--- config.mk ---
export PLATFORM = sky130hd
export DESIGN_NAME = explode_write_arbiter
export DESIGN_NICKNAME = d
export VERILOG_FILES = /design/src/rtl/explode_write_arbiter_pkg.sv /design/src/rtl/explode_write_arbiter_rr_arbiter.sv /design/src/rtl/explode_write_arbiter.sv
export SDC_FILE = /design/constraint.sdc
export NUM_CORES = 1
export LEC_CHECK = 0
export ABC_CLOCK_PERIOD_IN_PS = 4120
export CORE_AREA = 4 4 216 218
export CTS_CLUSTER_DIAMETER = 200
export DETAILED_ROUTE_END_ITERATION = 7
export DIE_AREA = 0 0 220 222
export GPL_ROUTABILITY_DRIVEN = 0
export GPL_TIMING_DRIVEN = 0
export SLEW_MARGIN = 20
export SYNTH_ARGS = -nofsm -noshare
export SYNTH_HDL_FRONTEND = slang
export SYNTH_SLANG_ARGS = --single-unit
export TNS_END_PERCENT = 5
--- constraint.sdc ---
create_clock -name clk -period 4.12 [get_ports clk]
set_input_delay 0.824 -clock clk [delete_from_list [all_inputs] [get_ports clk]]
set_output_delay 0.824 -clock clk [all_outputs]
set_load 0.01 [all_outputs]
--- src/rtl/explode_write_arbiter_pkg.sv ---
// Shared definitions for the explode write arbiter.
//   BURST_LEN_DEFAULT : beats per grant (one 128-byte scratchpad line)
//   WORD_W            : scratchpad word width in bits
//   WORD_SHIFT        : word-index to byte-address shift
//   ENG_ADDR_W        : width of an engine's word-index address
//   state_e           : arbiter FSM state encoding
package explode_write_arbiter_pkg;

    localparam int unsigned BURST_LEN_DEFAULT = 8;
    localparam int unsigned WORD_W            = 128;
    localparam int unsigned WORD_SHIFT        = 4;
    localparam int unsigned ENG_ADDR_W        = 32;

    typedef enum logic [0:0] {
        StIdle  = 1'b0,
        StBurst = 1'b1
    } state_e;

    // Engine-id width; a single engine still gets a 1-bit id.
    function automatic int unsigned id_width(int unsigned n);
        return (n > 1) ? $clog2(n) : 1;
    endfunction

endpackage

--- src/rtl/explode_write_arbiter_rr_arbiter.sv ---
// Combinational round-robin picker.
//   i_req   : eligible request vector
//   i_last  : engine granted most recently
//   o_valid : at least one eligible request
//   o_grant : first requester found searching from i_last+1 (mod NUM_ENGINES)
module explode_write_arbiter_rr_arbiter
    import explode_write_arbiter_pkg::*;
#(
    parameter int unsigned NUM_ENGINES = 2,
    parameter int unsigned ID_W        = 1
) (
    input  logic [NUM_ENGINES-1:0] i_req,
    input  logic [ID_W-1:0]        i_last,
    output logic                   o_valid,
    output logic [ID_W-1:0]        o_grant
);

    logic [ID_W-1:0] w_cand;

    always_comb begin
        o_valid = 1'b0;
        o_grant = '0;
        w_cand  = i_last;
        for (int unsigned step = 0; step < NUM_ENGINES; step++) begin
            w_cand = (32'(w_cand) == NUM_ENGINES - 1) ? '0 : w_cand + 1'b1;
            if (!o_valid && i_req[w_cand]) begin
                o_valid = 1'b1;
                o_grant = w_cand;
            end
        end
    end

endmodule

--- src/rtl/explode_write_arbiter.sv ---
// Shares one scratchpad write port between NUM_ENGINES explode engines.
// A granted engine streams up to BURST_LEN beats; the port is registered, so
// each accepted engine beat appears on w_* one cycle later.
//   clk, rstn   : clock, synchronous active-low reset
//   eng_req     : per-engine write request
//   eng_data    : per-engine 128-bit write data (engine k at [128k +: 128])
//   eng_addr    : per-engine 128-bit word index (engine k at [32k +: 32])
//   eng_done    : per-engine done (not eligible for a new grant)
//   base_addr   : per-engine scratchpad byte base
//   eng_full    : per-engine stall (combinational)
//   w_valid/w_ready/w_data/w_addr/w_id : scratchpad write port
//   busy        : burst in progress or beat pending on the port
module explode_write_arbiter
    import explode_write_arbiter_pkg::*;
#(
    parameter int unsigned NUM_ENGINES = 2,
    parameter int unsigned ADDR_W      = 32,
    parameter int unsigned BURST_LEN   = BURST_LEN_DEFAULT
) (
    input  logic                               clk,
    input  logic                               rstn,
    input  logic [NUM_ENGINES-1:0]             eng_req,
    input  logic [NUM_ENGINES*WORD_W-1:0]      eng_data,
    input  logic [NUM_ENGINES*ENG_ADDR_W-1:0]  eng_addr,
    input  logic [NUM_ENGINES-1:0]             eng_done,
    input  logic [NUM_ENGINES*ADDR_W-1:0]      base_addr,
    output logic [NUM_ENGINES-1:0]             eng_full,
    output logic                               w_valid,
    input  logic                               w_ready,
    output logic [WORD_W-1:0]                  w_data,
    output logic [ADDR_W-1:0]                  w_addr,
    output logic [id_width(NUM_ENGINES)-1:0]   w_id,
    output logic                               busy
);

    localparam int unsigned ID_W  = id_width(NUM_ENGINES);
    localparam int unsigned CNT_W = (BURST_LEN > 1) ? $clog2(BURST_LEN) : 1;

    state_e            r_state, w_state_next;
    logic [ID_W-1:0]   r_grant, w_grant_next;
    logic [ID_W-1:0]   r_last_grant, w_last_grant_next;
    logic [CNT_W-1:0]  r_beat_cnt, w_beat_cnt_next;
    logic              r_valid;
    logic [WORD_W-1:0] r_data;
    logic [ADDR_W-1:0] r_addr;
    logic [ID_W-1:0]   r_id;

    logic                  w_rr_valid;
    logic [ID_W-1:0]       w_rr_grant;
    logic                  w_can_accept;
    logic                  w_load;
    logic                  w_last_beat;
    logic                  w_sel_req;
    logic                  w_sel_done;
    logic [WORD_W-1:0]     w_sel_data;
    logic [ENG_ADDR_W-1:0] w_sel_addr;
    logic [ADDR_W-1:0]     w_sel_base;
    logic [ADDR_W-1:0]     w_beat_addr;

    explode_write_arbiter_rr_arbiter #(
        .NUM_ENGINES (NUM_ENGINES),
        .ID_W        (ID_W)
    ) u_rr_arbiter (
        .i_req   (eng_req & ~eng_done),
        .i_last  (r_last_grant),
        .o_valid (w_rr_valid),
        .o_grant (w_rr_grant)
    );

    // Mux the granted engine's signals.
    always_comb begin
        w_sel_req  = 1'b0;
        w_sel_done = 1'b0;
        w_sel_data = '0;
        w_sel_addr = '0;
        w_sel_base = '0;
        for (int unsigned k = 0; k < NUM_ENGINES; k++) begin
            if (r_grant == ID_W'(k)) begin
                w_sel_req  = eng_req[k];
                w_sel_done = eng_done[k];
                w_sel_data = eng_data[k*WORD_W +: WORD_W];
                w_sel_addr = eng_addr[k*ENG_ADDR_W +: ENG_ADDR_W];
                w_sel_base = base_addr[k*ADDR_W +: ADDR_W];
            end
        end
    end

    assign w_beat_addr  = w_sel_base + ADDR_W'({w_sel_addr, {WORD_SHIFT{1'b0}}});
    assign w_can_accept = ~r_valid | w_ready;
    assign w_load       = (r_state == StBurst) & w_sel_req & w_can_accept;
    assign w_last_beat  = (r_beat_cnt == CNT_W'(BURST_LEN - 1));

    // Only the granted engine with room on the port runs; everyone else that
    // requests is held off. Reset forces every requester to stall.
    always_comb begin
        eng_full = '0;
        for (int unsigned k = 0; k < NUM_ENGINES; k++) begin
            eng_full[k] = eng_req[k] &
                          (~rstn | ~((r_state == StBurst) & (r_grant == ID_W'(k)) &
                                     w_can_accept));
        end
    end

    always_comb begin
        w_state_next      = r_state;
        w_grant_next      = r_grant;
        w_last_grant_next = r_last_grant;
        w_beat_cnt_next   = r_beat_cnt;
        unique case (r_state)
            StIdle: begin
                if (w_rr_valid) begin
                    w_state_next    = StBurst;
                    w_grant_next    = w_rr_grant;
                    w_beat_cnt_next = '0;
                end
            end
            StBurst: begin
                if (w_load) begin
                    w_beat_cnt_next = r_beat_cnt + 1'b1;
                end
                // A beat offered together with done is still loaded, then the port is released.
                if ((w_load & w_last_beat) | ~w_sel_req | w_sel_done) begin
                    w_state_next      = StIdle;
                    w_last_grant_next = r_grant;
                end
            end
            default: w_state_next = StIdle;
        endcase
    end

    always_ff @(posedge clk) begin
        if (!rstn) begin
            r_state      <= StIdle;
            r_grant      <= '0;
            r_last_grant <= ID_W'(NUM_ENGINES - 1);
            r_beat_cnt   <= '0;
            r_valid      <= 1'b0;
            r_data       <= '0;
            r_addr       <= '0;
            r_id         <= '0;
        end else begin
            r_state      <= w_state_next;
            r_grant      <= w_grant_next;
            r_last_grant <= w_last_grant_next;
            r_beat_cnt   <= w_beat_cnt_next;
            if (w_load) begin
                r_valid <= 1'b1;
                r_data  <= w_sel_data;
                r_addr  <= w_beat_addr;
                r_id    <= r_grant;
            end else if (w_ready) begin
                r_valid <= 1'b0;
            end
        end
    end

    assign w_valid = r_valid;
    assign w_data  = r_data;
    assign w_addr  = r_addr;
    assign w_id    = r_id;
    assign busy    = (r_state == StBurst) | r_valid;

endmodule
==> metrics.txt, run 1 <==
Initial Util=21.3%; Max clock buf depth=2; DRC violations left=0; Clock Skews=9.12 ps; commonest non-fill, non-tap cell in the layout=clkdlybuf4s50_1; Reg clk slew, reported paths=60 ps; Max Clk Rate=268 MHz; RSZ-0062 raised after global routing=false; row cnt=78; number of flops mapped to enable cells by yosys=0; Seq. cell area=3360 µm²; Worst Hold Class=reg -> reg; worst rel slew slack=35.4%; syn avg cell area=9.35 µm²; area growth from synthesis to layout=71.2%; post-synth net total=1445; num ports=556; IR drop worst, VDD=0.000218 V; hpwl dp=34000 µm; vias=9905; Post-synth ARST share=0%; ANT cells=0; initial antenna violation count=3; Die Span Y=222 µm; Placed Cells=2170; Design Power=5170 µW; critical path peak fanout=10; CP endpoint kind=register; sequential fraction of the synthesis area=35.1%; # nets final=2010; TritonCTS Sinks=168; fin cells=2202; DRT iter0 DRCs=384; Port Buf Inserts=546; Detailed Routing Iterations Pass 1=4; Post-Synthesis Cells=1024; smallest hold slack=456 ps; Final Setup Violations=0; Total GRT Usage=16.2%; arrival time at the worst endpoint=4050 ps; share of layout cells above drive strength 1=7.37%; Util after Layout=36.5%; Final Max Tran Viols=0; Leakage=0.00733 µW; Post CTS Setup Buffer Count=0; CTS tree=yes; Critical Path RT=4440 ps; largest net degree at the start of global routing=17; Tmin final=3730 ps; area of the multi-input gates=5810 µm²; Vias/cell=4.50; final hold vios=0; Mapped Area=9580 µm²; PwrDens=316 nW/µm²; #FFs+latches synth=168; Tcrit/Tclk final=90.6%; Worst path max stage delay=440 ps; fill count=4588; vias in the first global route=10300; H-tree levels=4; number of distinct library cells after synthesis=55; Fin Setup TNS=0 ps; total core area=44900 µm²; grt ovf=0; R2R cell count=14; critical-path cell list=buf_2 -> buf_2 -> buf_1 -> mux2_2 -> ha_1 -> clkbuf_1 -> a21oi_1 -> nand2_1 -> a21o_1 -> a21oi_1 -> a21oi_2 -> a2bb2oi_1 -> xor2_1 -> o21ai_0; worst slew pin tran=969 ps; die area=48800 µm²; ys flop type=dfxtp_1; commonest non-fill, non-tap cells in the layout=clkdlybuf4s50_1, nand2_1, dfxtp_1; Wirelength per Cell=18.8 µm; first-pass GRT wire length=60700 µm; run status=finished, final reports clean; largest cells by area after synthesis=dfxtp_1, o211a_1, mux2i_1, nand2_1, mux2_2; maxcap violations=0; Worst-Skew Late Latency=450 ps; Ys Warns=0; crit path launch type=register; area leader, netlist=dfxtp_1; total wire length=41400 µm; TritonCTS Buffers=17; critical path class=reg -> reg; WHS Path Cells=2; Die Width=220 µm; clk root buf=clkbuf_16; slowest CP cell=buf_1; area share of the largest cell type after synthesis=35.1%; Final ANT Viol Nets=0
-- layer usage --
layer / track usage (%) / routed length [µm] / vias up
met5: 0 / 51 / -
met4: 3.67 / 571 / 6
met3: 5.06 / 3110 / 35
met2: 28.3 / 20500 / 329
met1: 19.3 / 17200 / 4705
li1: - / - / 4830
-- critical path, delay by kind of cell (launching register included) --
family | cells | cell delay (ps)
AOI/OAI and AO/OA | 6 | 1160
buffers and inverters | 4 | 1140
muxes | 1 | 400
DFF | 1 | 300
adders and majority gates | 1 | 280
xor gates and xnor gates | 1 | 210
and+or+nand+nor | 1 | 100
-- Yosys cell counts, types with 4 or more instances --
| master | n |
|---|---|
| dfxtp_1 | 168 |
| a21boi_0 | 7 |
| o21ai_1 | 7 |
| mux2_2 | 55 |
| ha_1 | 29 |
| nand3_1 | 9 |
| and2_1 | 10 |
| a21o_1 | 15 |
| nor2b_1 | 4 |
| nand2b_1 | 5 |
| nor3_1 | 4 |
| o31ai_1 | 4 |
| o211a_1 | 135 |
| o21ai_0 | 26 |
| xnor2_1 | 15 |
| nor2_1 | 17 |
| buf_2 | 17 |
| nand2_1 | 191 |
| nand4_1 | 9 |
| buf_1 | 10 |
| xor2_1 | 12 |
| mux2i_1 | 133 |
| inv_1 | 8 |
| a21oi_1 | 29 |
| clkbuf_1 | 59 |
-- stage by stage --
step                      worst slack (ps)  cell area (µm²)
final                                  388            16400
after global routing                  49.9            16400
after CTS                              226            16400
after detailed placement               265            15800
after global placement                 263            15800
after floorplan                        953             9580
-- cell type report --
| cell class | count | share of cell area, % |
|---|---|---|
| Buffer | 89 | 2.27 |
| Sequential cell | 168 | 20.5 |
| Inverter | 8 | 0.183 |
| Clock buffer | 22 | 2.77 |
| Multi-Input combinational cell | 759 | 35.4 |
| Timing Repair Buffer | 546 | 33.3 |
| Tap cell | 600 | 4.58 |
| Clock inverter | 10 | 0.885 |
-- cell families after synthesis --
kind of cell    Yosys count  share of synthesized area [%]
flops                   168                           35.1
compound gates          256                           22.5
mux                     188                           20.4
xor+xnor                 27                           2.47
simple gates            258                           11.3
buf+inv                  97                           4.19
fa+ha+maj                30                           4.00
-- state kept, by name, summed over array words and instances (netlist names) --
register,flops
w_addr,32
r_state,1
r_grant,1
w_id,1
w_valid,1
r_last_grant,1
r_beat_cnt,3
w_data,128
-- report_power, final --
group	leakage, µW	switching (µW)	internal (µW)
registers	0.00137	66.4	1750
clock network	0.000290	710	975
logic	0.00567	754	920
-- repair_timing --
item,CTS,global route
gates resized for setup,0,1
setup endpoints to repair,0,1
hold buffers,0,0
-- path summary, 6_finish.rpt --
kind / startpoint / end / slack [ps]
worst max-delay path: r_grant / w_addr[26] / 390
worst min-delay path: w_addr[22] / w_addr[22] / 460
worst max register to register: r_grant / w_addr[26] / 390
worst min register to register: w_addr[22] / w_addr[22] / 460
Power figures use the tool's default switching activity.
==> inputs of run 2 (changes only) <==
--- a/config.mk
+++ b/config.mk
@@ -7,7 +7,6 @@
 export LEC_CHECK = 0
 export ABC_CLOCK_PERIOD_IN_PS = 4120
 export CORE_AREA = 4 4 216 218
-export CTS_CLUSTER_DIAMETER = 200
 export DETAILED_ROUTE_END_ITERATION = 7
 export DIE_AREA = 0 0 220 222
 export GPL_ROUTABILITY_DRIVEN = 0
==> results of run 2 <==
No change in the layout: final DEF, timing and power equal those of run 1.
==> inputs of run 3 (changes only) <==
--- a/config.mk
+++ b/config.mk
@@ -14,5 +14,6 @@
 export SLEW_MARGIN = 20
 export SYNTH_ARGS = -nofsm -noshare
 export SYNTH_HDL_FRONTEND = slang
+export SYNTH_HIERARCHICAL = 1
 export SYNTH_SLANG_ARGS = --single-unit
 export TNS_END_PERCENT = 5
==> run 3 against run 2 <==
Synthesized cell count is 1.7% higher. Synthesized area fell by 2.3%. Clock skew rose by 1.5 ps. Hold slack got worse by 2.6 ps. Non-clock buffer count is 6 lower. Via count up 3.9%. Design area decreased by 1.5%. Core utilization down 0.53 points. Sequential share of layout area up 0.30 points. Register-to-register slack got worse by 70 ps. Worst setup slack worse by 69 ps. Global-route usage is 1.2 points higher.
==> metrics.txt, run 3 <==
Post-synth ARST share=0%; area leader, netlist=dfxtp_1; syn avg cell area=8.99 µm²; num ports=556; commonest non-fill, non-tap cell in the layout=clkdlybuf4s50_1; Initial Util=20.8%; Ys Warns=6; maxcap violations=0; worst slew pin tran=1100 ps; PwrDens=306 nW/µm²; most frequent cells after synthesis=dfxtp_1, nor2_1, a211oi_1; vias in the first global route=10400; Design Power=4940 µW; Hold Buf Count CTS=0; Reg clk slew, reported paths=70 ps; GR Layer Usage met2=29.6%; number of distinct library cells after synthesis=66; FF-to-FF End=w_addr[22]; Detailed Routing Iterations Pass 1=5; DRT iter0 DRCs=646; met3 Usage GRT=4.37%; Mapped Area=9360 µm²; Util after Layout=36.0%; share of layout cells above drive strength 1=7.61%; Fin Setup TNS=0 ps; number of flops mapped to enable cells by yosys=0; Tmin final=3800 ps; Critical Path Start=r_grant; critical path peak fanout=15; first-pass GRT wire length=63800 µm; run status=finished, final reports clean; Clock Skews=10.7 ps; area share of the largest cell type after synthesis=35.9%; Final Setup Violations=0; Worst path max stage delay=440 ps; most common cell in the synthesized netlist=dfxtp_1; largest cells by area after synthesis=dfxtp_1, mux2i_1, a211oi_1, mux2_2, nor2_1; total wire length=44800 µm; largest net degree at the start of global routing=17; # nets final=2027; Total GRT Usage=17.4%; post-synth net total=1462; hpwl dp=36600 µm; M1 GR Usage=21.9%; worst rel slew slack=26.7%; TritonCTS Buffers=17; R2R cell count=11; Placement Setup Slack=-659 ps; Gates resized, CTS repair=1; initial antenna violation count=5; Max Clk Rate=263 MHz; Max clock buf depth=2; Leakage=0.00549 µW; vias=10300; Worst Hold Class=reg -> reg; R2R setup slack=320 ps; critical-path cell list=clkbuf_4 -> clkbuf_2 -> mux2_2 -> ha_1 -> fa_1 -> a21o_1 -> a311oi_1 -> nor4_1 -> nor2_1 -> o21ai_0 -> a221o_1; Tcrit/Tclk final=92.3%; Worst-Skew Late Latency=450 ps; critical path class=reg -> reg; H-tree levels=4; Vias/cell=4.64; CP endpoint kind=register; Post-Synthesis Cells=1041; area growth from synthesis to layout=72.6%; clk root buf=clkbuf_16; GR peak layer=met2; Post CTS Setup Buffer Count=0; Port Buf Inserts=547; fill count=4605; DRC violations left=0; TritonCTS Sinks=168; RSZ-0062 raised after global routing=false; commonest non-fill, non-tap cells in the layout=clkdlybuf4s50_1, dfxtp_1, nor2_1; Critical Path RT=4450 ps; #FFs+latches synth=168; Wirelength per Cell=20.2 µm; Final ANT Viol Nets=0; grt ovf=0; die area=48800 µm²; CTS tree=yes; arrival time at the worst endpoint=4130 ps; sequential fraction of the synthesis area=35.9%; row cnt=78; Worst setup endpoint=w_addr[22]; slowest CP cell=fa_1; crit path launch type=register; number of flip-flops in the largest register=128; Final Max Tran Viols=0; IR drop worst, VDD=0.000248 V; Critical R2R Launch=r_grant; final hold vios=0; Die Span Y=222 µm; setup ws final=319 ps; ys flop type=dfxtp_1; Die Width=220 µm; total core area=44900 µm²
==> run 3: cell count changes in the layout (fill, tap and decap cells not counted), sizes merged, moves of 7 or more <==
cell	before	now
nor2	17	155
a211oi	2	137
nand2	191	58
o211a	135	2
a21oi	32	47
and2	10	0
or3	0	9
a21boi	9	2
xor2	12	5
==> run 3: worst min-delay path by stage <==
| stage | from | to | slack, ps | cells past startpoint |
|---|---|---|---|---|
| 6_report | w_addr[12] | w_addr[12] | 450 | 2 |
| 5_1_grt | w_addr[12] | w_addr[12] | 480 | 2 |
| 4_1_cts | w_addr[7] | w_addr[7] | 460 | 2 |
| 3_5_place_dp | w_addr[7] | w_addr[7] | 450 | 2 |
| 3_3_place_gp | w_addr[12] | w_addr[12] | 440 | 2 |
| 2_1_floorplan | r_last_grant | r_last_grant | 440 | 2 |
==> run 3: per-layer routing <==
layer  wire length [µm]  share of wire (%)
met5                 14              0.031
met4                837                1.9
met3               3340                7.5
met1              18900                 42
met2              21700                 48
==> run 3: power by group <==
part / internal, µW / leakage [µW] / switching, µW
Combinational: 825 / 0.00385 / 710
Clock: 853 / 0.000264 / 747
Sequential: 1740 / 0.00137 / 62.3
Total: 3420 / 0.00549 / 1520
==> run 3: final cells by class <==
| class | count | area, µm² | area share [%] |
|---|---|---|---|
| Clock buffer | 18 | 439 | 2.72 |
| Buffer | 82 | 364 | 2.25 |
| Clock inverter | 12 | 123 | 0.759 |
| Inverter | 5 | 18.8 | 0.116 |
| Tap cell | 600 | 751 | 4.65 |
| Sequential cell | 168 | 3360 | 20.8 |
| Antenna cell | 2 | 5.00 | 0.0310 |
| Multi-Input combinational cell | 785 | 5620 | 34.8 |
| Timing Repair Buffer | 547 | 5480 | 33.9 |
==> run 3: cell families after synthesis <==
kind of cell	Yosys count	share of synthesized area [%]
DFF	168	35.9
muxes	190	21.1
and+or+nand+nor	277	13.0
adders and majority gates	30	4.09
buffers and inverters	88	4.06
AOI/OAI and AO/OA	273	20.4
xor gates and xnor gates	15	1.40
==> run 3: critical path, delay by kind of cell, from the launching register on <==
kind,cells,cell delay [ps]
AO/OA/AOI/OAI,4,1080
AND/OR/NAND/NOR,2,470
adder cells (fa/ha/maj),2,680
flip-flops,1,310
buffers and inverters,2,750
multiplexers,1,380
==> run 3: per-stage QoR <==
stage | instance area [µm²] | instances | hold WS (ps)
floorplan | 9360 | 1041 | 442
global placement | 15600 | 2188 | 441
detailed placement | 15600 | 2188 | 448
CTS | 16100 | 2217 | 458
global route | 16200 | 2218 | 480
finish | 16200 | 2219 | 454
